[src/rtl/pipe_ctrl_pkg.sv]
// Shared types and constants for the pipeline stall/flush controller.
package pipe_ctrl_pkg;

    typedef enum logic [1:0] {
        ST_RUN      = 2'd0,
        ST_IN_WAIT  = 2'd1,
        ST_OUT_WAIT = 2'd2,
        ST_RELEASE  = 2'd3
    } state_t;

    localparam int REG_ADDR_W = 3;

    // Wide enough for any datapath width; the top slices off n bits.
    localparam logic [63:0] IO_TIMEOUT_DATA = '1;

endpackage

[src/rtl/pipe_stall_ctrl_load_use_detect.sv]
// Load-use hazard compare: a load in EX writes a register the ID instruction reads.
module load_use_detect
    import pipe_ctrl_pkg::*;
(
    input  logic [REG_ADDR_W-1:0] id_rs,
    input  logic [REG_ADDR_W-1:0] id_rt,
    input  logic                  id_uses_rs,
    input  logic                  id_uses_rt,
    input  logic                  ex_mem_read,
    input  logic                  ex_reg_write,
    input  logic [REG_ADDR_W-1:0] ex_write_reg,
    output logic                  stall_req
);

    logic rs_hit;
    logic rt_hit;

    assign rs_hit    = id_uses_rs & (id_rs == ex_write_reg);
    assign rt_hit    = id_uses_rt & (id_rt == ex_write_reg);
    assign stall_req = ex_mem_read & ex_reg_write & (rs_hit | rt_hit);

endmodule

[src/rtl/pipe_stall_ctrl.sv]
// Stall/flush controller for the five-stage pipeline, including the IN/OUT port handshakes.
//   state       | meaning
//   ST_RUN      | normal flow; branch flush / load-use stall; IO detect
//   ST_IN_WAIT  | pipeline frozen, in_ready high, waiting for in_valid
//   ST_OUT_WAIT | pipeline frozen, out_valid high, waiting for out_ready
//   ST_RELEASE  | one cycle of unfreeze; MEM/WB captures the IO instruction
module pipe_stall_ctrl
    import pipe_ctrl_pkg::*;
#(
    parameter int n       = 16,
    parameter int TIMEOUT = 255
) (
    input  logic                  clk,
    input  logic                  rst,
    input  logic [REG_ADDR_W-1:0] id_rs,
    input  logic [REG_ADDR_W-1:0] id_rt,
    input  logic                  id_uses_rs,
    input  logic                  id_uses_rt,
    input  logic                  ex_MemRead,
    input  logic                  ex_RegWrite,
    input  logic [REG_ADDR_W-1:0] ex_WriteRegister,
    input  logic                  ex_branch_taken,
    input  logic                  mem_IN,
    input  logic                  mem_OUT,
    input  logic [n-1:0]          mem_out_data,
    input  logic                  in_valid,
    input  logic [n-1:0]          in_data,
    output logic                  in_ready,
    output logic                  out_valid,
    output logic [n-1:0]          out_data,
    input  logic                  out_ready,
    output logic                  pc_en,
    output logic                  ifid_en,
    output logic                  idex_en,
    output logic                  exmem_en,
    output logic                  ifid_flush,
    output logic                  idex_flush,
    output logic                  memwb_bubble,
    output logic [n-1:0]          io_rdata,
    output logic                  io_timeout
);

    localparam logic [7:0] WAIT_LAST = 8'(TIMEOUT - 1);

    state_t     state;
    logic [7:0] wait_cnt;
    logic       lu_stall;
    logic       io_start;
    logic       freeze;

    load_use_detect u_load_use (
        .id_rs        (id_rs),
        .id_rt        (id_rt),
        .id_uses_rs   (id_uses_rs),
        .id_uses_rt   (id_uses_rt),
        .ex_mem_read  (ex_MemRead),
        .ex_reg_write (ex_RegWrite),
        .ex_write_reg (ex_WriteRegister),
        .stall_req    (lu_stall)
    );

    // IO is only detected from RUN, so RELEASE never re-triggers on the same instruction.
    assign io_start = (state == ST_RUN) & (mem_IN | mem_OUT);
    assign freeze   = io_start | (state == ST_IN_WAIT) | (state == ST_OUT_WAIT);

    always_ff @(posedge clk or negedge rst) begin
        if (!rst) begin
            state      <= ST_RUN;
            wait_cnt   <= '0;
            in_ready   <= 1'b0;
            out_valid  <= 1'b0;
            out_data   <= '0;
            io_rdata   <= '0;
            io_timeout <= 1'b0;
        end else begin
            case (state)
                ST_RUN: begin
                    if (mem_IN) begin
                        state    <= ST_IN_WAIT;
                        in_ready <= 1'b1;
                        wait_cnt <= '0;
                    end else if (mem_OUT) begin
                        state     <= ST_OUT_WAIT;
                        out_valid <= 1'b1;
                        out_data  <= mem_out_data;
                        wait_cnt  <= '0;
                    end
                end
                ST_IN_WAIT: begin
                    if (in_valid) begin
                        io_rdata <= in_data;
                        in_ready <= 1'b0;
                        state    <= ST_RELEASE;
                    end else if (wait_cnt == WAIT_LAST) begin
                        io_timeout <= 1'b1;
                        io_rdata   <= IO_TIMEOUT_DATA[n-1:0];
                        in_ready   <= 1'b0;
                        state      <= ST_RELEASE;
                    end else begin
                        wait_cnt <= wait_cnt + 8'd1;
                    end
                end
                ST_OUT_WAIT: begin
                    if (out_ready) begin
                        out_valid <= 1'b0;
                        state     <= ST_RELEASE;
                    end else if (wait_cnt == WAIT_LAST) begin
                        io_timeout <= 1'b1;
                        out_valid  <= 1'b0;
                        state      <= ST_RELEASE;
                    end else begin
                        wait_cnt <= wait_cnt + 8'd1;
                    end
                end
                ST_RELEASE: state <= ST_RUN;
                default:    state <= ST_RUN;
            endcase
        end
    end

    // RELEASE shares the RUN priority so a branch held in EX during the freeze resolves here.
    always_comb begin
        pc_en        = 1'b1;
        ifid_en      = 1'b1;
        idex_en      = 1'b1;
        exmem_en     = 1'b1;
        ifid_flush   = 1'b0;
        idex_flush   = 1'b0;
        memwb_bubble = 1'b0;
        if (!rst) begin
            pc_en    = 1'b0;
            ifid_en  = 1'b0;
            idex_en  = 1'b0;
            exmem_en = 1'b0;
        end else if (freeze) begin
            pc_en        = 1'b0;
            ifid_en      = 1'b0;
            idex_en      = 1'b0;
            exmem_en     = 1'b0;
            memwb_bubble = 1'b1;
        end else if (ex_branch_taken) begin
            ifid_flush = 1'b1;
            idex_flush = 1'b1;
        end else if (lu_stall) begin
            pc_en      = 1'b0;
            ifid_en    = 1'b0;
            idex_flush = 1'b1;
        end
    end

endmodule

[config.mk]
export PLATFORM = sky130hd
export DESIGN_NAME = pipe_stall_ctrl
export DESIGN_NICKNAME = d
export VERILOG_FILES = /design/src/rtl/pipe_ctrl_pkg.sv /design/src/rtl/pipe_stall_ctrl_load_use_detect.sv /design/src/rtl/pipe_stall_ctrl.sv
export SDC_FILE = /design/constraint.sdc
export NUM_CORES = 1
export LEC_CHECK = 0
export ABC_CLOCK_PERIOD_IN_PS = 2480
export CORE_ASPECT_RATIO = 1.1
export CORE_MARGIN = 10
export CORE_UTILIZATION = 42
export CTS_CLUSTER_SIZE = 30
export DETAILED_ROUTE_END_ITERATION = 6
export PLACE_DENSITY = 0.84
export SLEW_MARGIN = 40
export SYNTH_ARGS = -nofsm -noshare
export SYNTH_HDL_FRONTEND = slang
export SYNTH_SLANG_ARGS = --single-unit
[constraint.sdc]
create_clock -name clk -period 2.48 [get_ports clk]
set_input_delay 0.744 -clock clk [delete_from_list [all_inputs] [get_ports clk]]
set_output_delay 0.744 -clock clk [all_outputs]
set_load 0.01 [all_outputs]
Word-level counts from Yosys, hierarchy flattened
Index checks and enable logic that the tools add are counted.
Operators by class
  add/sub/neg operators: 1
  eq/ne operators: 14
  mux-type cells: 41
  bitwise gates (word level): 10
  reductions and logical operators: 12
Operator list (number)
  8-bit two-way mux: 5
  16-bit two-way mux: 2
  1-bit two-way mux: 24
  8-bit case mux with 3 select lines: 1
  2-bit two-way mux: 5
  2-bit inequality test (second input constant): 5
  3-bit AND reduction: 3
  8-bit by 1-bit adder with 8-bit output (second input constant): 1
  8-bit == test (second input constant): 1
  2-bit case mux with 4 select lines: 1
  4-bit AND reduction: 2
  2-bit nonzero test: 4
  3-bit == test: 2
  3-bit by 2-bit inequality test with 1-bit output (second input constant): 2
  1-bit case mux with 2 select lines: 3
  1-bit bitwise AND: 5
  2-bit == test (second input constant): 2
  1-bit bitwise OR: 4
  3-bit inequality test (second input constant): 1
  3-bit nonzero test: 1
  2-bit by 1-bit == test with 1-bit output (second input constant): 1
  2-bit zero test: 1
  2-bit AND reduction: 1
  1-bit inverter: 1
Storage, ports and cells
  register bits: 45
  output and inout port bits: 42
  word-level logic and storage cells: 85

Logic depth before layout (Yosys ltp)
  word-level depth: 8
  depth in mapped cells: 8
  mapped depth without buffers: 6

Modules after synthesis
A second synthesis with hierarchy kept.
Unflattened totals
  cell total of the unflattened synthesis: 177
  area total of the unflattened synthesis: 2127.0 µm²
By module, submodules not included
  pipe_stall_ctrl: times used 1, cells each 167, area an instance 2053.2 µm²
  load_use_detect: times used 1, cells each 10, area an instance 73.8 µm²

Worst setup path after synthesis
No wires, ideal clock.
  path type: input to output
  start point: input mem_IN
  end point: output pc_en
  arrival: 1.772 ns
  setup slack: -0.036 ns
  cell stages on the path: 4
  path through: o21ai_0 -> and3_1 -> a21boi_0 -> buf_4
On the way
  cells in the longest elaborated chain, start to end: 6
Ends and longest elaborated chain
  start, declared: RTL line pipe_stall_ctrl.sv:23  | input logic mem_IN,
  1-bit bitwise OR: RTL line pipe_stall_ctrl.sv:63  | assign io_start = (state == ST_RUN) & (mem_IN | mem_OUT);
  1-bit bitwise AND: RTL line pipe_stall_ctrl.sv:63
  1-bit bitwise OR (2 in series): RTL line pipe_stall_ctrl.sv:64  | assign freeze = io_start | (state == ST_IN_WAIT) | (state == ST_OUT_WAIT);
  1-bit two-way mux (2 in series)
  end, declared: RTL line pipe_stall_ctrl.sv:32  | output logic pc_en,
Every way passes these cells.

Final worst setup path
  start point: input ex_RegWrite
  end point: output idex_flush
On the way
  cells in the longest elaborated chain, start to end: 6
Ends and longest elaborated chain
  start, declared: RTL line pipe_stall_ctrl.sv:20  | input logic ex_RegWrite,
  1-bit bitwise AND (2 in series): RTL line pipe_stall_ctrl_load_use_detect.sv:20  | assign stall_req = ex_mem_read & ex_reg_write & (rs_hit | rt_hit);
  1-bit two-way mux: RTL line pipe_stall_ctrl.sv:144  | end else if (lu_stall) begin
  1-bit two-way mux: RTL line pipe_stall_ctrl.sv:141  | end else if (ex_branch_taken) begin
  1-bit two-way mux: RTL line pipe_stall_ctrl.sv:135  | end else if (freeze) begin
  1-bit two-way mux: RTL line pipe_stall_ctrl.sv:130  | if (!rst) begin
  end, declared: RTL line pipe_stall_ctrl.sv:37  | output logic idex_flush,
Every way passes these cells.

==> impl_metrics.ini <==
[setup_path]
cp_max_fo = 2
crit_end = idex_flush
worstPathRequired_ns = 1.74
cp-end-kind = output port
cp-start-kind = primary input
reg2regPathDepth = 7
worstReg2RegStart = state[0]
critPathKind = primary input to output port
critical_path.startpoint = ex_RegWrite
rr_endpoint = wait_cnt[7]
reg2reg_slack_ns = 0.42
cp_data_arrival_time_ns = 1.69

[routing]
drt_pass1_iterations = 4
via_per_inst = 5.309
num_vias = 1874
drt-initial-drc-count = 99
wl_mm = 6.320
ant_nets = 0
drc = 0
wl_per_cell_microns = 17.90

[synth]
synth_cell_types = 40
synthTopCellsByCount = dfrtp_1, mux2_2, o22a_1, nand2_1, o21ai_0
syn-num-nets = 244
ys_warn_count = 0
synth_most_common_cell = dfrtp_1
ys_top_cells_by_area = dfrtp_1, mux2_2, o22a_1
yosys_register_bits = 45
syn_inst = 184
yosys.area.top_type_share_pct = 52.05
avgSynthCellArea_sq_um = 11.76
synth_top_flop_cell = dfrtp_1
synth-edff-count = 0
async_reset_ff_share_pct = 100.0
synth_top_area_cell = dfrtp_1
yosysSeqAreaShare_pct = 52.05
syn_area_sq_mm = 0.002163

[layout]
layout.nets = 354
postLayoutCoreUtil_pct = 66.79
area_delta_synth_final_pct = 54.37
n_antenna_cell = 0
drive_above_1_share_pct = 24.75

[hold_path]
worst_hold_path_type = flip-flop to flip-flop

[floorplan]
num_rows = 27
initial_core_util_pct = 43.27
die_h_microns = 95.27
io-pin-count = 94
core-area_sq_mm = 0.005000
dieWidth_microns = 88.43
die_area_sq_mm = 0.008425

[grt]
grt_usage_pct = 15.47
grt_pass1_wl_mm = 10.10
grt_use_met2_pct = 28.03
grt_util_met1_pct = 16.26
grt_pass1_vias = 1977
busiest_layer = met2
gr-total-overflow = 0
antenna_found_initial = 0
use_met3_pct = 5.375
grt_max_degree = 46

[sta]
finalHoldViolCount = 0
max_freq_ghz = 0.4115
setup_viol = 0
slew-limit-headroom_pct = 57.89
slew_viol_final = 0
worstMarginPinSlew_ns = 0.6317
rsz0062_at_grt = yes
finalCritPeriodShare_pct = 97.98
skew_ns = 0.009155
period_minus_slack_ns = 2.430
setup_ws_ns = 0.05013

[pwr]
p_total_mw = 3.768
power_density_mw_per_mm2 = 1128
power.leakage_nw = 1.458
vdd_drop_max_uv = 750.7

[place]
place.detailed.hpwl_mm = 4.993
routabilityCongestion = 0.8514
io_buffers = 93
place_ws_ns = -0.6831

[cts]
cts-root-buf = clkbuf_8
cts_buffers = 5
path_clk_slew_ns = 0.09
cts_tree = built
clk_latency_ns = 0.30
clock-sinks = 45
clock_path_buffers = 2
h-tree-depth = 2

[job]
maxCapViolCount = 0

[status]
outcome = finished clean
## per-layer routing
layer | wire [microns] | vias to the layer above
met5 | 0 | -
met4 | 119 | 0
met3 | 599 | 8
met2 | 3304 | 72
met1 | 2296 | 905
li1 | - | 889
## cell type report
class	count	area, sq um
Clock buffer	7	96.34
Multi-Input combinational cell	123	994.7
Clock inverter	1	8.758
Timing Repair Buffer	112	1015
Inverter	7	26.28
Fill cell	377	1660
Sequential cell	45	1126
Tap cell	58	72.57
## stage by stage
| step | instances | setup TNS [ns] | hold slack (ns) | area [sq um] |
|---|---|---|---|---|
| after floorplan | 184 | 0 | 0.4484 | 2163 |
| after global placement | 345 | -4.326 | 0.4533 | 3259 |
| after detailed placement | 345 | -4.360 | 0.4661 | 3259 |
| after CTS | 353 | -0.001190 | 0.4925 | 3347 |
| after global routing | 353 | -0.008648 | 0.5163 | 3339 |
| final | 353 | 0 | 0.4924 | 3339 |
## placed cells by master (no fill, tap or decap), types with 3 or more instances in the layout
cell / instances
dfrtp_1: 45
o211ai_1: 3
clkbuf_8: 7
buf_4: 18
o22a_1: 16
nor2_1: 5
nand4_1: 4
clkdlybuf4s15_1: 4
or4_1: 5
clkdlybuf4s50_1: 72
o31ai_1: 3
mux2_2: 16
nand2_1: 13
clkbuf_2: 9
inv_1: 5
ha_1: 6
xnor2_1: 4
buf_2: 5
o21ai_0: 9
## worst max-delay path, cell delays in order
cell and delay (ns):
clkdlybuf4s50_1 0.47, nand2_2 0.06, a21oi_2 0.16, o21a_1 0.13
buf_2 0.12
## report_power, final
part / internal (mW) / switching (mW)
Combinational: 1.14 / 0.881
Clock: 0.257 / 0.251
Sequential: 1.05 / 0.188
Total: 2.45 / 1.32
## cell families after synthesis
family          synth area share (%)
flops                          52.05
simple gates                   10.76
buf+inv                        3.875
compound gates                 17.00
fa+ha+maj                      4.627
mux                            9.254
xor+xnor                       2.429
## sequential cells by signal, summed over array words and instances, names as in the netlist
signal      count
io_timeout      1
io_rdata       16
wait_cnt        8
state           2
in_ready        1
out_valid       1
out_data       16
## timing repair
| action | in CTS | in global routing |
|---|---|---|
| resized for setup | 43 | 27 |
| pin swaps | 11 | 14 |
| setup endpoints to repair | 7 | 7 |
| setup buffers | 0 | 0 |
| hold buffers | 0 | 0 |
## worst min-delay path by stage
stage / depth (start not counted) / start / end / slack, ns
3_5_place_dp: 1 / io_timeout / io_timeout / 0.47
5_1_grt: 1 / io_rdata[10] / io_rdata[10] / 0.52
6_report: 1 / io_rdata[15] / io_rdata[15] / 0.49
2_1_floorplan: 0 / rst / in_ready / 0.45
4_1_cts: 1 / io_timeout / io_timeout / 0.49
3_3_place_gp: 1 / io_timeout / io_timeout / 0.45
Note: power is estimated with default switching activity, not from simulation.
